### config.mk
export PLATFORM = sky130hd
export DESIGN_NAME = frame_pacer
export DESIGN_NICKNAME = d
export VERILOG_FILES = /design/src/rtl/frame_pacer_pkg.sv /design/src/rtl/frame_pacer.sv
export SDC_FILE = /design/constraint.sdc
export NUM_CORES = 1
export LEC_CHECK = 0
export CAP_MARGIN = 20
export CELL_PAD_IN_SITES_DETAIL_PLACEMENT = 0
export CELL_PAD_IN_SITES_GLOBAL_PLACEMENT = 1
export CORE_MARGIN = 2
export CORE_UTILIZATION = 30
export DETAILED_ROUTE_END_ITERATION = 12
export PLACE_DENSITY = 0.61
export SETUP_SLACK_MARGIN = 0.05
export SLEW_MARGIN = 25
export SYNTH_ARGS = -nofsm -noshare
export SYNTH_HDL_FRONTEND = slang
export SYNTH_SLANG_ARGS = --single-unit
### constraint.sdc
create_clock -name clk -period 4.7 [get_ports clk]
set_input_delay 0.47 -clock clk [delete_from_list [all_inputs] [get_ports clk]]
set_output_delay 0.47 -clock clk [all_outputs]
set_load 0.01 [all_outputs]
### src/rtl/frame_pacer_pkg.sv
// rtl/frame_pacer_pkg.sv - shared state, mode and width definitions for frame_pacer
package frame_pkg;

  typedef enum logic {
    FP_IDLE = 1'b0,
    FP_RUN  = 1'b1
  } fp_state_e;

  localparam logic FP_PERIODIC = 1'b0;
  localparam logic FP_ONESHOT  = 1'b1;

  localparam int unsigned WRAP_W = 8;

endpackage

### src/rtl/frame_pacer.sv
// rtl/frame_pacer.sv - counts frame ticks against a shadowed period, pulses enable_out at terminal count
// Define FRAME_PACER_WRAPCNT_EN to add the saturating wrap_cnt output.
module frame_pacer
  import frame_pkg::*;
#(
  parameter int unsigned CNT_W          = 4,
  parameter int unsigned DEFAULT_PERIOD = 15
) (
  input  logic             clk,
  input  logic             resetn,
  input  logic             frame_tick,
  input  logic             start,
  input  logic             stop,
  input  logic             mode,
  input  logic             period_ld,
  input  logic [CNT_W-1:0] period_in,
  output logic             enable_out,
  output logic             busy,
  output logic             done,
  output logic [CNT_W-1:0] count
`ifdef FRAME_PACER_WRAPCNT_EN
  ,
  output logic [WRAP_W-1:0] wrap_cnt
`endif
);

  localparam logic [CNT_W-1:0] PERIOD_RST = CNT_W'(DEFAULT_PERIOD);

  fp_state_e        state_q, state_d;
  logic [CNT_W-1:0] count_q, count_d;
  logic [CNT_W-1:0] period_q, period_d;
  logic [CNT_W-1:0] shadow_q, shadow_d;
  logic             enable_q, enable_d;
  logic             busy_q, busy_d;
  logic             done_q, done_d;
  logic             mode_q, mode_d;
  logic             at_terminal;

  always_comb begin
    state_d     = state_q;
    count_d     = count_q;
    period_d    = period_q;
    shadow_d    = shadow_q;
    enable_d    = 1'b0;
    done_d      = done_q;
    mode_d      = mode_q;
    at_terminal = (count_q == period_q);

    // In RUN a new period waits in the shadow until the current cycle wraps.
    if (period_ld) begin
      shadow_d = period_in;
      if (state_q == FP_IDLE) begin
        period_d = period_in;
      end
    end

    if (stop) begin
      state_d = FP_IDLE;
      count_d = '0;
    end else if (start) begin
      state_d = FP_RUN;
      count_d = '0;
      mode_d  = mode;
      done_d  = 1'b0;
    end else if ((state_q == FP_RUN) && frame_tick) begin
      if (at_terminal) begin
        count_d  = '0;
        enable_d = 1'b1;
        period_d = period_ld ? period_in : shadow_q;
        if (mode_q == FP_ONESHOT) begin
          state_d = FP_IDLE;
          done_d  = 1'b1;
        end
      end else begin
        count_d = count_q + 1'b1;
      end
    end

    busy_d = (state_d == FP_RUN);
  end

  always_ff @(posedge clk or negedge resetn) begin
    if (!resetn) begin
      state_q  <= FP_IDLE;
      count_q  <= '0;
      period_q <= PERIOD_RST;
      shadow_q <= PERIOD_RST;
      enable_q <= 1'b0;
      busy_q   <= 1'b0;
      done_q   <= 1'b0;
      mode_q   <= FP_PERIODIC;
    end else begin
      state_q  <= state_d;
      count_q  <= count_d;
      period_q <= period_d;
      shadow_q <= shadow_d;
      enable_q <= enable_d;
      busy_q   <= busy_d;
      done_q   <= done_d;
      mode_q   <= mode_d;
    end
  end

  assign enable_out = enable_q;
  assign busy       = busy_q;
  assign done       = done_q;
  assign count      = count_q;

`ifdef FRAME_PACER_WRAPCNT_EN
  logic [WRAP_W-1:0] wrap_cnt_q, wrap_cnt_d;

  always_comb begin
    wrap_cnt_d = wrap_cnt_q;
    if (!stop && start) begin
      wrap_cnt_d = '0;
    end else if (enable_d && (wrap_cnt_q != {WRAP_W{1'b1}})) begin
      wrap_cnt_d = wrap_cnt_q + 1'b1;
    end
  end

  always_ff @(posedge clk or negedge resetn) begin
    if (!resetn) begin
      wrap_cnt_q <= '0;
    end else begin
      wrap_cnt_q <= wrap_cnt_d;
    end
  end

  assign wrap_cnt = wrap_cnt_q;
`endif

endmodule

==> run metrics <==
status=finished clean; final setup fails=0; leading area contributor after synthesis=dfstp_2; H-tree depth=1; DP Wirelength=1.13 mm; CP peak stage delay=0.50 ns; final wirelength=between 1 and 1.5 mm; multiplexer area fraction after synthesis=0.187; Post-synth EDFFs=0; crit-path cells=clkdlybuf4s50_1 > or2_2 > or3_1 > mux2_4; Worst Hold Class=reg -> reg; post-synth top area share=0.262; DR pass1 iterations=4; Critical Path End Type=flip-flop; Adder-Cell Fraction of Synth Area=0.0156; routed vias=roughly 560; leakage=roughly 0.43 nW; Multi-input gate area=~370 um2; final-report max-slew violation count=0; largest net degree at the start of global routing=17; WS Path Type=in -> reg; std cell rows=18; CTS Buf Count=3; Post-route DRC=0; Syn-to-layout area delta=29.0%; Post-Route Setup TNS=0 ns; RSZ-0062 raised after global routing=false; Core Box Area=~2500 um2; cts hold-fix bufs=0; Yosys reg bits=16; Clock transition at path regs=around 0.10 ns; fin crit period=around 1.9 ns; main combinational cell family by area after synthesis=multiplexers; Post-DP Area=roughly 1000 um2; vias in the first global route=573; Warnings, synthesis=0; compound-gate portion of the synthesized area=0.0623; Critical Path RT=roughly 4.9 ns; Post-DRT Antenna Nets=0; syn nets=79; Max Cap Viol=0; grt ovf=0; flip-flop and latch area=about 410 um2; filler instances=248; chip width=55.7 um; post-synthesis cell area=803 um2; Initial Utilization=0.321; clock sinks=16; Critical Path Slowest Stage Cell=or3_1; initial antenna violation count=0; routed length per instance=around 13 um; Finished Cell Area=slightly above 1000 um2; height of the die=55.7 um; commonest cells in the synthesized netlist=dfrtp_1, dfstp_2, mux2_2, nand2_1; Clk Latency, worst-skew pair=just under 0.3 ns; share of cells above drive strength 1=0.322; synth unique cells=25; Synth Area in Simple Gates=0.143; startpoint types=input port; vias per cell=4.79; Main synth FF type=dfstp_2; CTS tree=done; max_slew headroom=0.522; antenna fix cells=0; Post-Syn Instances=67; Hold Fails Final Rpt=0; async set or reset register ratio after synthesis=1.00; crit-path max FO=5; Syn Area/Cell=about 12 um2; Hold WS=between 0.5 and 0.6 ns; Arr. time, crit path=about 2.1 ns; root buffer cell=clkbuf_4; Worst VDD drop=about 0.00014 V; first-pass GRT wire length=2.66 mm; Final Cycle Share=0.405; pwr dens=296 nW/um2; Bufs on Longest Clock Path=2; Layout Nets=100; f_max=525 MHz; Tightest Pin Transition=about 0.71 ns; IO Count=18; PostCTS Resize Cnt=0; worst-case clock skew=between 0.003 and 0.004 ns; XOR/XNOR Fraction of Synth Area=0.0530; number of DRC markers in iteration 0=13; total global-route track usage=0.109; synth top area cells=dfstp_2, dfrtp_1, mux2_2, mux2_4, nand2_1; total die area=roughly 3100 um2; post-CTS setup buffers=0; gp weighted congestion=0.763; PortBufs=17; Seq/Total Area, Yosys=0.511
## area by class of cell
cell class	count	share of cell area
well taps	30	0.0362
repair buffers	17	0.164
multi-input cells	47	0.357
flip-flops and latches	16	0.396
clock buffers	4	0.0350
inverters	3	0.0109
## state kept, by name, summed over array words and instances, names as in the netlist
name        count
busy            1
count           4
period_q        4
mode_q          1
shadow_q        4
done            1
enable_out      1
## cells by family after synthesis
kind of cell / after synthesis
compound gates: 9
xor+xnor: 4
fa+ha+maj: 1
buf+inv: 4
flops: 16
mux: 12
simple gates: 21
## critical path, delay by kind of cell
family                 cells  cell delay [ns]
and+or+nand+nor            2             0.85
muxes                      1             0.34
buffers and inverters      1             0.47
## report_power, final
| group | internal [mW] | switching [mW] |
|---|---|---|
| sequential | 0.155 | 0.00694 |
| clock | 0.0471 | 0.0459 |
| combinational | 0.0313 | 0.0199 |
| total | 0.234 | 0.0727 |
## cell usage in the layout, fill, tap and decap left out, drive strengths merged
cell,Yosys,routed
or3,1,1
nand2b,1,1
o21ai,3,3
nand4,2,2
a21oi,4,4
inv,3,3
mux2,12,12
or4b,1,1
a31oi,1,1
nand3,2,2
nor2b,1,1
xnor2,4,4
nor3b,1,1
dfstp,8,8
nand2,8,8
nor2,2,2
or2,1,1
clkbuf,0,4
ha,1,1
nor4,1,1
dfrtp,8,8
o22a,1,1
clkdlybuf4s50,0,17
## stage by stage
step | cells | worst slack, ns | util | power, mW
after CTS | 117 | 2.80 | 0.414 | 0.310
after global routing | 117 | 2.69 | 0.414 | 0.324
after detailed placement | 113 | 2.48 | 0.400 | 0.217
final | 117 | 2.79 | 0.414 | 0.306
after floorplan | 67 | 2.97 | - | 0.196
after global placement | 113 | 2.51 | 0.400 | 0.216
## per-layer routing
| layer | vias up | wire length [um] | GRT usage | part of all wire |
|---|---|---|---|---|
| li1 | 275 | - | - | - |
| met1 | 272 | 732 | 0.153 | 0.49 |
| met2 | 12 | 690 | 0.160 | 0.46 |
| met3 | 2 | 56 | 0.0279 | 0.037 |
| met4 | 0 | 16 | 0.0418 | 0.011 |
| met5 | - | 0 | 0 | 0 |
## final timing paths
kind                                        from                     to  slack [ns]  depth (start not counted)
max                                         stop  period_q[3]$_DFF_PN1_        2.79                          4
min                             done$_DFFE_PN0P_       done$_DFFE_PN0P_        0.51                          1
max reg2reg                period_q[3]$_DFF_PN1_  period_q[3]$_DFF_PN1_        2.80                          4
min reg2reg                     done$_DFFE_PN0P_       done$_DFFE_PN0P_        0.51                          1
max in group asynchronous                 resetn   count[0]$_DFFE_PN0P_        3.65                          1
min in group asynchronous                 resetn       busy$_DFFE_PN0P_        0.60                          1
No activity file was read; power rests on OpenSTA's default activity.
